File: src/rtl/multicycle_core.sv
// Multi-cycle 16-bit-instruction core: one FSM walks fetch/decode/execute/memory/writeback,
// with instruction and data memories behind req/ack handshakes that may stall indefinitely.
module multicycle_core #(
  parameter int          DATA_W   = 16,
  parameter int          PC_W     = 8,
  parameter int unsigned RESET_PC = 0
) (
  input  logic              clk,
  input  logic              rst_n,
  input  logic              ready,
  output logic              imem_req,
  output logic [PC_W-1:0]   imem_addr,
  input  logic              imem_ack,
  input  logic [15:0]       imem_rdata,
  output logic              dmem_req,
  output logic              dmem_we,
  output logic [7:0]        dmem_addr,
  output logic [DATA_W-1:0] dmem_wdata,
  input  logic              dmem_ack,
  input  logic [DATA_W-1:0] dmem_rdata,
  output logic [PC_W-1:0]   pc,
  output logic              retire,
  output logic              halted,
  output logic              illegal,
  input  logic [2:0]        dbg_sel,
  output logic [DATA_W-1:0] dbg_data
);

  // state   | meaning
  // IDLE    | paused at an instruction boundary, waiting for ready
  // FETCH   | imem_req high until imem_ack, instruction latched on ack
  // DECODE  | one cycle for operand selection
  // EXEC    | ALU/LI result captured, branches resolved, mem address latched
  // MEM     | dmem_req high until dmem_ack
  // WB      | register write, pc advance, retire
  // HALT    | terminal, left only by reset
  typedef enum logic [2:0] {
    S_IDLE, S_FETCH, S_DECODE, S_EXEC, S_MEM, S_WB, S_HALT
  } state_t;

  localparam logic [3:0] OP_ADD  = 4'h1;
  localparam logic [3:0] OP_SUB  = 4'h2;
  localparam logic [3:0] OP_AND  = 4'h3;
  localparam logic [3:0] OP_OR   = 4'h4;
  localparam logic [3:0] OP_LI   = 4'h5;
  localparam logic [3:0] OP_LD   = 4'h6;
  localparam logic [3:0] OP_ST   = 4'h7;
  localparam logic [3:0] OP_BEQZ = 4'h8;
  localparam logic [3:0] OP_JR   = 4'h9;
  localparam logic [3:0] OP_HALT = 4'hF;

  state_t state, state_nxt;

  logic [15:0]       ir;
  logic [PC_W-1:0]   pc_q;
  logic [DATA_W-1:0] regs [8];
  logic [DATA_W-1:0] result;
  logic [7:0]        dmem_addr_q;
  logic [DATA_W-1:0] dmem_wdata_q;
  logic              illegal_q;

  logic [3:0]        op;
  logic [2:0]        rd, rs, rt;
  logic [7:0]        imm8;
  logic signed [7:0] imm_s;
  logic [PC_W-1:0]   pc_inc, pc_br;
  logic [DATA_W-1:0] imm_ext, alu;
  logic              is_wb_op, is_mem_op, is_illegal;
  state_t            boundary;

  assign op    = ir[15:12];
  assign rd    = ir[11:9];
  assign rs    = ir[8:6];
  assign rt    = ir[5:3];
  assign imm8  = ir[7:0];
  assign imm_s = imm8;

  assign imm_ext    = DATA_W'(imm_s);
  assign pc_inc     = pc_q + PC_W'(1);
  assign pc_br      = pc_inc + PC_W'(imm_s);
  assign is_wb_op   = (op >= OP_ADD) && (op <= OP_LI);
  assign is_mem_op  = (op == OP_LD) || (op == OP_ST);
  assign is_illegal = (op >= 4'hA) && (op <= 4'hE);
  // ready only matters where one instruction has fully completed
  assign boundary   = ready ? S_FETCH : S_IDLE;

  always_comb begin
    alu = '0;
    case (op)
      OP_ADD:  alu = regs[rs] + regs[rt];
      OP_SUB:  alu = regs[rs] - regs[rt];
      OP_AND:  alu = regs[rs] & regs[rt];
      OP_OR:   alu = regs[rs] | regs[rt];
      OP_LI:   alu = imm_ext;
      default: alu = '0;
    endcase
  end

  always_ff @(posedge clk or negedge rst_n) begin
    if (!rst_n) state <= S_IDLE;
    else        state <= state_nxt;
  end

  always_comb begin
    state_nxt = state;
    case (state)
      S_IDLE:   if (ready) state_nxt = S_FETCH;
      S_FETCH:  if (imem_ack) state_nxt = S_DECODE;
      S_DECODE: state_nxt = S_EXEC;
      S_EXEC: begin
        if (is_mem_op)           state_nxt = S_MEM;
        else if (is_wb_op)       state_nxt = S_WB;
        else if (op == OP_HALT)  state_nxt = S_HALT;
        else                     state_nxt = boundary;
      end
      S_MEM:    if (dmem_ack) state_nxt = (op == OP_ST) ? boundary : S_WB;
      S_WB:     state_nxt = boundary;
      S_HALT:   state_nxt = S_HALT;
      default:  state_nxt = S_IDLE;
    endcase
  end

  always_comb begin
    imem_req = 1'b0;
    dmem_req = 1'b0;
    dmem_we  = 1'b0;
    retire   = 1'b0;
    halted   = 1'b0;
    case (state)
      S_FETCH: imem_req = 1'b1;
      S_EXEC:  retire = !(is_mem_op || is_wb_op);
      S_MEM: begin
        dmem_req = 1'b1;
        dmem_we  = (op == OP_ST);
        retire   = dmem_ack && (op == OP_ST);
      end
      S_WB:    retire = 1'b1;
      S_HALT:  halted = 1'b1;
      default: ;
    endcase
  end

  always_ff @(posedge clk or negedge rst_n) begin
    if (!rst_n) begin
      ir           <= '0;
      pc_q         <= PC_W'(RESET_PC);
      result       <= '0;
      dmem_addr_q  <= '0;
      dmem_wdata_q <= '0;
      illegal_q    <= 1'b0;
      for (int i = 0; i < 8; i++) regs[i] <= '0;
    end else begin
      if (state == S_FETCH && imem_ack) ir <= imem_rdata;
      if (state == S_EXEC) begin
        if (is_wb_op) begin
          result <= alu;
        end else if (is_mem_op) begin
          dmem_addr_q  <= imm8;
          dmem_wdata_q <= regs[rd];
        end else if (op == OP_BEQZ) begin
          pc_q <= (regs[rd] == '0) ? pc_br : pc_inc;
        end else if (op == OP_JR) begin
          pc_q <= pc_br;
        end else if (op != OP_HALT) begin
          // NOP and undefined opcodes just step the pc
          pc_q <= pc_inc;
          if (is_illegal) illegal_q <= 1'b1;
        end
      end
      if (state == S_MEM && dmem_ack) begin
        if (op == OP_LD) result <= dmem_rdata;
        else             pc_q   <= pc_inc;
      end
      if (state == S_WB) begin
        regs[rd] <= result;
        pc_q     <= pc_inc;
      end
    end
  end

  assign pc         = pc_q;
  assign imem_addr  = pc_q;
  assign dmem_addr  = dmem_addr_q;
  assign dmem_wdata = dmem_wdata_q;
  assign illegal    = illegal_q;
  assign dbg_data   = regs[dbg_sel];

endmodule

File: config.mk
export PLATFORM = sky130hd
export DESIGN_NAME = multicycle_core
export DESIGN_NICKNAME = d
export VERILOG_FILES = /design/src/rtl/multicycle_core.sv
export SDC_FILE = /design/constraint.sdc
export NUM_CORES = 1
export LEC_CHECK = 0
export ABC_AREA = 0
export CAP_MARGIN = 20
export CELL_PAD_IN_SITES_DETAIL_PLACEMENT = 1
export CELL_PAD_IN_SITES_GLOBAL_PLACEMENT = 2
export CORE_UTILIZATION = 39
export DETAILED_ROUTE_END_ITERATION = 16
export PLACE_DENSITY_LB_ADDON = 0.1
export SYNTH_ARGS = -nofsm -noshare
export SYNTH_HDL_FRONTEND = slang
export SYNTH_SLANG_ARGS = --single-unit
File: constraint.sdc
create_clock -name clk -period 4.6 [get_ports clk]
set_input_delay 0.92 -clock clk [delete_from_list [all_inputs] [get_ports clk]]
set_output_delay 0.92 -clock clk [all_outputs]
set_load 0.01 [all_outputs]
==> reports/metrics.csv, run 1 <==
metric,value,unit
status,completed,
slew margin rel.,0.3817,
Worst-Margin Slew,927.5,ps
Worst Setup SP,ir[3],
ANT nets after route,0,
Worst R2R Path Depth,17,
slowest library cell on the worst path,mux4_2,
worst reg2reg startpoint,ir[3],
Die Wd,190.0,µm
WS Path Type,reg2reg,
Finished Core Util,0.4698,
Crit. End Element,flop,
"Avg Cell Area, Syn",11.44,µm²
Fillers,3649,
pin count of the biggest net entering global routing,106,
Leakage,6.877,nW
Area Overhead vs Synth,17.96,%
grt ovf,0,
Startpoint Class,flop,
Met2 Wirelength,23420,µm
Netlist Area Pre-Place,13790,µm²
DRC viols,0,
"Clk Latency, worst-skew pair",470,ps
Critical Path AT,4570,ps
Fmax,234.0,MHz
RSZ-0062 raised after global routing,false,
final period utilization,0.9289,
dpl ws,108.6,ps
vias in the first global route,11480,
Rows,68,
sequential-to-total area share from yosys stat,0.3557,
"Primary FF master, synth",dfrtp_1,
vias after detailed routing,11060,
Worst Skew,13.42,ps
starting density of the core,0.3983,
met3 WL,2302,µm
asr flop ratio synth,1.000,
CTS clock-pin slew for the worst setup and hold paths,80,ps
worst reg2reg setup slack,330,ps
diode count,0,
register area,4912,µm²
Avg WL per Cell,27.73,µm
Final TNS setup,0,ps
CP Cell Sequence,buf_6 -> buf_4 -> mux4_2 -> mux2i_1 -> nand4b_1 -> or3_1 -> nand2_1 -> xnor2_1 -> ha_1 -> nand2_1 -> o21ai_0 -> a21oi_1 -> and2_1 -> o311a_1 -> a21oi_1 -> xor2_1 -> o221ai_1,
first-pass GRT wire length,74990,µm
Met1 Wirelength,21830,µm
area of the multi-input gates,8389,µm²
initial DRC count,751,
final setup margin,326.8,ps
Syn Nets,1274,
VDD IR max,0.3621,mV
DIE AREA,36120,µm²
DP HPWL,34940,µm
number of synthesized flops with an enable pin,0,
CTS sink cnt,196,
YS warnings,0,
vias per cell,6.238,
CTS tree,done,
layout net count,1373,
Netlist cell types,73,
Tmin final,4273,ps
cell area power density,902.6,nW/µm²
overall routing resource usage,0.2826,
layout cell share with drive strength beyond 1,0.3149,
I/O pins,102,
Max clock buf depth,2,
worst hold-check path type,reg2reg,
hold_sp,illegal,
CP max stage delay,500,ps
initial antenna violation count,0,
final hold vios,0,
worst endpoint required time,4900,ps
top layer in use,met4,
H-tree Lvls,4,
register bit total from synthesis,196,
I/O Buffers,101,
Die Y,190.0,µm
hold path cells,1,
gpl congestion,0.8341,
CP max FO,8,
final setup fails,0,
DR pass1 iterations,5,
total CTS buffers,17,
Detailed Route WL,49160,µm
Clock Root Buffer,clkbuf_16,
core area,34630,µm²
max-slew violation count,0,
Max Cap Violations,0,
Synth Instances,1206,
[kinds of logic after synthesis]
| group | Yosys count | synth area share |
|---|---|---|
| AOI/OAI and AO/OA | 238 | 0.1122 |
| adders and majority gates | 28 | 0.02649 |
| and+or+nand+nor | 245 | 0.08492 |
| buffers and inverters | 121 | 0.03838 |
| muxes | 335 | 0.3550 |
| xor gates and xnor gates | 43 | 0.02731 |
| DFF | 196 | 0.3557 |
[per-layer routing]
layer	global-route usage	up-vias
met2	0.4531	341
met5	0	-
li1	-	4808
met3	0.04021	71
met1	0.3872	5840
met4	0.1067	0
[final timing paths]
check / to
worst max register to register: result[15]
min in group asynchronous: dmem_wdata[0]
max in group asynchronous: regs[44]
worst min register to register: illegal
worst min-delay path: illegal
worst max-delay path: result[15]
[Yosys cell counts, types with 15 or more instances]
| library cell | n | area (µm²) |
|---|---|---|
| a21oi_1 | 66 | 330.3 |
| buf_1 | 15 | 56.30 |
| clkbuf_1 | 53 | 198.9 |
| dfrtp_1 | 196 | 4905 |
| ha_1 | 26 | 325.3 |
| inv_1 | 26 | 97.59 |
| mux2_2 | 178 | 2004 |
| mux2i_1 | 50 | 500.5 |
| mux4_2 | 105 | 2365 |
| nand2_1 | 67 | 251.5 |
| nand3_1 | 22 | 110.1 |
| nor2_1 | 77 | 289.0 |
| nor3_1 | 20 | 100.1 |
| o21ai_0 | 56 | 280.3 |
| xnor2_1 | 24 | 210.2 |
| xor2_1 | 19 | 166.4 |
[final cells by class]
class,instances,area share
Timing Repair Buffer,173,0.1029
Clock buffer,18,0.02638
Inverter,28,0.006461
Sequential cell,196,0.3020
Multi-Input combinational cell,889,0.5157
Clock inverter,14,0.01161
Tap cell,455,0.03499
[cell usage in the layout (no fill, tap or decap), types with 10 or more instances in the layout]
| cell | Yosys | final |
|---|---|---|
| o22ai_1 | 12 | 12 |
| a22oi_1 | 10 | 10 |
| nor3_1 | 20 | 16 |
| a31oi_1 | 12 | 12 |
| clkbuf_16 | 0 | 17 |
| dfrtp_1 | 196 | 192 |
| mux2_2 | 178 | 178 |
| nand3_1 | 22 | 22 |
| ha_1 | 26 | 26 |
| nand2_1 | 67 | 67 |
| xnor2_1 | 24 | 24 |
| o21ai_0 | 56 | 56 |
| buf_4 | 11 | 61 |
| inv_1 | 26 | 26 |
| a21oi_1 | 66 | 66 |
| clkdlybuf4s50_1 | 0 | 99 |
| xor2_1 | 19 | 19 |
| mux2i_1 | 50 | 50 |
| mux4_2 | 105 | 105 |
| nor2_1 | 77 | 77 |
[timing repair]
item	in CTS	in global routing
endpoints found under the setup margin	0	4
buffers inserted	0	6
gates resized for setup	0	1
hold buffers	0	0
[worst max-delay path, delay by kind of cell, from the launching register on]
family	cells	cell delay (ps)
xor+xnor	2	240
mux	2	730
simple gates	5	1050
buf+inv	2	320
flops	1	460
fa+ha+maj	1	340
compound gates	5	970
[per-stage QoR]
step	std cells	hold WS (ps)	total power [W]	instance area, µm²
after floorplan	1206	511.7	0.009632	13790
after global placement	1734	472.1	0.01277	15560
after detailed placement	1735	471.6	0.01292	15570
after CTS	1767	488.8	0.01463	16190
after global routing	1773	506.3	0.01571	16270
final	1773	494.3	0.01468	16270
[where the power goes]
group,internal (W),switching (W),total [W]
Clock,0.000832,0.000783,0.00161
Sequential,0.00243,0.00124,0.00367
Combinational,0.00454,0.00486,0.00940
[registers in the layout, summed over array words and instances (netlist names)]
register	count
illegal	1
dmem_addr	8
result	16
regs	128
imem_addr	8
dmem_wdata	16
state	3
ir	16
No activity file was read; power rests on OpenSTA's default activity.
==> run 2: changes to the inputs <==
Settings changed: CTS_BUF_LIST set to sky130_fd_sc_hd__clkbuf_8.
==> run 2 against run 1 <==
First-iteration DRC count is 17% lower. Sequential power hardly changed. Fmax is 2.1% lower. Total power is 2.6% lower. Hold slack worse by 4.7 ps. Combinational power is 0.4% lower. Clock skew is 4.3 ps higher. Largest cell class unchanged. Largest power group unchanged.
==> reports/metrics.csv, run 2 (synthesized netlist as in run 1, its figures left out) <==
metric,value,unit
clock share of power,0.088,
I/O pins,102,
Die Y,190.0,µm
pin count of the biggest net entering global routing,106,
slowest library cell on the worst path,dfrtp_4,
grt ovf,0,
Fillers,3671,
area of the multi-input gates,8389,µm²
cell area power density,890.1,nW/µm²
Biggest register,regs,
WS Path Type,reg2reg,
Critical Path AT,4730,ps
hold_buf cts,0,
register area,4912,µm²
DR pass1 iterations,5,
Psw,0.006840,W
initial DRC count,620,
Largest register FFs,128,
diode count,0,
Area Overhead vs Synth,16.55,%
most frequent cells in the layout,"dfrtp_1, mux2_2, mux4_2",
Combinational Power Share,0.654,
Worst-Margin Slew,943.9,ps
vias in the first global route,11430,
routing usage on met1,0.3912,
M3 GR Usage,0.03357,
Crit. End Element,flop,
Worst Skew,17.68,ps
internal cell power,0.007467,W
total CTS buffers,17,
final setup fails,0,
Fmax,229.1,MHz
grt peak-use layer,met2,
layout cell share with drive strength beyond 1,0.3149,
placed cells,1735,
Die Wd,190.0,µm
met2 GRT Util,0.4601,
final period utilization,0.9488,
Startpoint Class,flop,
Avg WL per Cell,27.67,µm
final setup margin,235.6,ps
Max Cap Violations,0,
Max clock buf depth,2,
CTS tree,done,
Detailed Route WL,49070,µm
ANT nets after route,0,
Switching Fraction,0.4781,
gpl congestion,0.8341,
CP Cell Sequence,buf_4 -> mux4_2 -> mux2i_1 -> buf_4 -> nand3_1 -> or3_1 -> inv_1 -> a21o_1 -> xnor2_1 -> ha_1 -> o2111ai_1 -> and2_1 -> o311a_1 -> a21oi_1 -> xor2_1 -> o221ai_1,
status,completed,
layout net count,1373,
Post-Layout Cell Count,1773,
CTS sink cnt,196,
sequential power share,0.258,
vias after detailed routing,11040,
"most used cell, CP",buf_4,
Leakage,6.793,nW
worst hold-check path type,in2async,
VDD IR max,0.3579,mV
DRC viols,0,
DP HPWL,34940,µm
slew margin rel.,0.3707,
CP max stage delay,620,ps
max-slew violation count,0,
overall routing resource usage,0.2820,
Rows,68,
H-tree Lvls,4,
I/O Buffers,101,
starting density of the core,0.3983,
dpl ws,108.6,ps
"Clk Latency, worst-skew pair",540,ps
CP max FO,14,
Clock Root Buffer,clkbuf_8,
first-pass GRT wire length,74910,µm
final hold vios,0,
"commonest non-fill, non-tap cell in the layout",dfrtp_1,
initial antenna violation count,0,
CTS clock-pin slew for the worst setup and hold paths,110,ps
core area,34630,µm²
Tmin final,4364,ps
DIE AREA,36120,µm²
Final TNS setup,0,ps
vias per cell,6.227,
worst endpoint required time,4970,ps
-- run 2: metal layers --
| layer | share of wire | routed length [µm] |
|---|---|---|
| met1 | 0.45 | 22140 |
| met2 | 0.48 | 23650 |
| met3 | 0.043 | 2109 |
| met4 | 0.024 | 1172 |
| met5 | 0 | 0 |
-- run 2: timing repair --
item	4_1_cts	5_1_grt
gates resized for setup	0	1
setup endpoints to repair	0	4
hold endpoints to repair	0	0
buffers inserted	0	6
-- run 2: worst max-delay path, delay by kind of cell, from the launching register on --
kind                       cells  cell delay [ps]
buffers and inverters          3              460
adders and majority gates      1              360
xor gates and xnor gates       2              230
muxes                          2              750
and+or+nand+nor                3              860
AOI/OAI and AO/OA              5              900
DFF                            1              620
-- run 2: power groups by stage --
stage	registers, W	logic (W)	clock network [W]
after global routing	0.00381	0.0102	0.00134
final	0.00370	0.00936	0.00125
after global placement	0.00368	0.00909	0
after CTS	0.00367	0.00927	0.00130
after detailed placement	0.00371	0.00920	0
after floorplan	0.00307	0.00657	0
-- run 2: metrics by stage --
stage	cell area, µm²	utilization	total power [W]	hold slack (ps)
finish	16070	0.4642	0.01431	489.7
global route	16070	0.4642	0.01532	514.5
CTS	16000	0.4621	0.01424	496.4
detailed placement	15570	0.4497	0.01292	471.6
global placement	15560	0.4493	0.01277	472.1
floorplan	13790	-	0.009632	511.7
-- run 2: path summary, 6_finish.rpt --
| check | slack [ps] | start | cells after the start | end |
|---|---|---|---|---|
| max in group asynchronous | 3050 | rst_n | 2 | regs[44] |
| hold reg to reg | 500 | illegal | 1 | illegal |
| setup reg to reg | 240 | ir[3] | 16 | result[15] |
| setup / recovery | 240 | ir[3] | 16 | result[15] |
| min in group clk | 500 | illegal | 1 | illegal |
| hold / removal | 490 | rst_n | 1 | dmem_wdata[0] |
-- run 2: final cells by class --
cell class                 count  share of cell area
multi-input combinational    889              0.5220
inverter                      28            0.006539
timing repair buffer         173              0.1039
tap                          455             0.03542
clock buffer                  17             0.01456
clock inverter                15             0.01199
sequential                   196              0.3056
==> run 3: changes to the inputs <==
Settings changed: CELL_PAD_IN_SITES_DETAIL_PLACEMENT 1 to 0, CELL_PAD_IN_SITES_GLOBAL_PLACEMENT 2 to 1, CORE_UTILIZATION 39 to 30.
==> run 3 against run 2 <==
Setup slack better by 110 ps. Clock power barely moved. Count of clock-buffer cells in the layout up 1. Sequential power is 1% higher. Sequential cell count did not move. Total power is 0.32% higher. First-iteration DRC count grew 20%. Sequential share of layout area down 0.45 points. Clock skew up 1.3 ps. Critical path type unchanged. Largest power group unchanged. Highest routed layer unchanged.
==> reports/metrics.csv, run 3 (synthesized netlist as in run 1, its figures left out) <==
metric,value,unit
status,completed,
sequential power share,0.261,
H-tree Lvls,4,
WP buf/inv,2,
CTS tree,done,
Switching Fraction,0.4709,
Final Power,0.01435,W
worst reg2reg startpoint,ir[3],
pin count of the biggest net entering global routing,92,
Psw,0.006759,W
CTS clock-pin slew for the worst setup and hold paths,110,ps
Startpoint Class,flop,
final period utilization,0.9253,
Worst Skew,19.02,ps
grt ovf,0,
core area,45380,µm²
most frequent cells in the layout,"dfrtp_1, mux2_2, mux4_2",
Largest register FFs,128,
Clock Root Buffer,clkbuf_8,
Worst Setup SP,ir[3],
first-pass GRT wire length,75080,µm
area of the multi-input gates,8416,µm²
overall routing resource usage,0.2216,
diode count,0,
worst hold-check path type,in2async,
clock share of power,0.089,
RSZ-0062 raised after global routing,false,
cell area power density,879.5,nW/µm²
vias after detailed routing,10830,
Top delay family on crit path,simple AND/OR/NAND/NOR gates,
Fmax,235.0,MHz
initial antenna violation count,0,
final hold vios,0,
Worst-Margin Slew,988.3,ps
total CTS buffers,17,
slew margin rel.,0.3396,
final setup fails,0,
slowest library cell on the worst path,mux4_2,
WS Path Type,reg2reg,
Max clock buf depth,2,
Tmin final,4256,ps
DRC viols,0,
Avg WL per Cell,26.05,µm
DP HPWL,35830,µm
CP max stage delay,470,ps
layout net count,1386,
ANT nets after route,0,
CP Cell Sequence,buf_2 -> buf_4 -> mux4_2 -> mux2_2 -> nand4b_1 -> or3_1 -> nand2_1 -> xnor2_1 -> ha_1 -> and4_1 -> o2111ai_1 -> and2_1 -> o311a_1 -> a21oi_2 -> xor2_1 -> o221ai_1,
CTS sink cnt,196,
DIE AREA,46830,µm²
starting density of the core,0.3039,
DR pass1 iterations,5,
register area,4915,µm²
Detailed Route WL,50280,µm
Final TNS setup,0,ps
"Clk Latency, worst-skew pair",590,ps
Leakage,6.825,nW
max-slew violation count,0,
Area Overhead vs Synth,18.34,%
I/O pins,102,
Combinational Power Share,0.650,
vias in the first global route,10970,
Biggest register,regs,
Critical Path AT,4690,ps
Die Wd,216.4,µm
CP max FO,5,
initial DRC count,742,
Fillers,4557,
"commonest non-fill, non-tap cell in the layout",dfrtp_1,
I/O Buffers,101,
vias per cell,5.611,
internal cell power,0.007594,W
worst endpoint required time,5040,ps
worst hold slack,407.8,ps
Crit. End Element,flop,
VDD IR max,0.4109,mV
Rows,78,
layout cell share with drive strength beyond 1,0.3278,
gpl congestion,0.8307,
Max Cap Violations,0,
Die Y,216.4,µm
-- run 3: changes by cell type in the layout (fill, tap and decap cells not counted), moves of 2 or more --
cell	change
clkinvlp_4	+2
buf_12	-3
clkinv_8	-2
buf_4	+16
inv_8	-4
inv_6	+3
dfrtp_1	-2
buf_2	+2
nor2_4	+2
nor2_1	-3
clkinv_4	-2
dfrtp_2	+2
-- run 3: power by group through the flow --
stage	Sequential [W]	Clock, W	Combinational, W
3_5_place_dp	0.00380	0	0.00920
4_1_cts	0.00377	0.00134	0.00925
5_1_grt	0.00388	0.00139	0.0102
3_3_place_gp	0.00380	0	0.00922
6_report	0.00374	0.00128	0.00933
2_1_floorplan	0.00307	0	0.00657
-- run 3: cell type report --
cell class | count | area share
clock buffers | 18 | 0.01518
multi-input cells | 889 | 0.5157
inverters | 28 | 0.006440
well taps | 600 | 0.04600
repair buffers | 186 | 0.1051
clock inverters | 13 | 0.01043
flip-flops and latches | 196 | 0.3012
-- run 3: worst paths after layout --
check / end / slack, ps / cells past startpoint
worst max-delay path: result[15] / 340 / 16
worst min-delay path: dmem_wdata[3] / 410 / 1
worst max register to register: result[15] / 340 / 16
worst min register to register: illegal / 490 / 1
max in group asynchronous: ir[6] / 3260 / 2
min in group clk: illegal / 490 / 1
-- run 3: stage by stage --
| stage | area [µm²] | setup WS, ps | utilization | instances |
|---|---|---|---|---|
| finish | 16320 | 343.8 | 0.3596 | 1930 |
| global route | 16320 | 33.10 | 0.3596 | 1930 |
| CTS | 16240 | 76.18 | 0.3578 | 1922 |
| detailed placement | 15820 | 103.2 | 0.3486 | 1891 |
| global placement | 15820 | 200.7 | 0.3486 | 1891 |
| floorplan | 13790 | 449.9 | - | 1206 |
-- run 3: per-layer routing --
layer	GRT usage	vias to the layer above	routed length [µm]	part of all wire
li1	-	4838	-	-
met1	0.2952	5693	22900	0.46
met2	0.3613	252	24270	0.48
met3	0.04491	46	2050	0.041
met4	0.06714	0	1060	0.021
met5	0	-	0	0
-- run 3: worst register-to-register path: stages, from the launching register on --
cell and delay, ps:
dfrtp_4 460, buf_2 210, buf_4 140, mux4_2 470
mux2_2 320, nand4b_1 220, or3_1 410, nand2_1 100
xnor2_1 80, ha_1 340, and4_1 220, o2111ai_1 150
and2_1 200, o311a_1 330, a21oi_2 150, xor2_1 170
o221ai_1 130
-- run 3: timing repair --
action | in CTS | in global routing
buffers inserted | 0 | 8
gates resized for setup | 0 | 4
hold buffers | 0 | 0
endpoints found under the setup margin | 0 | 2
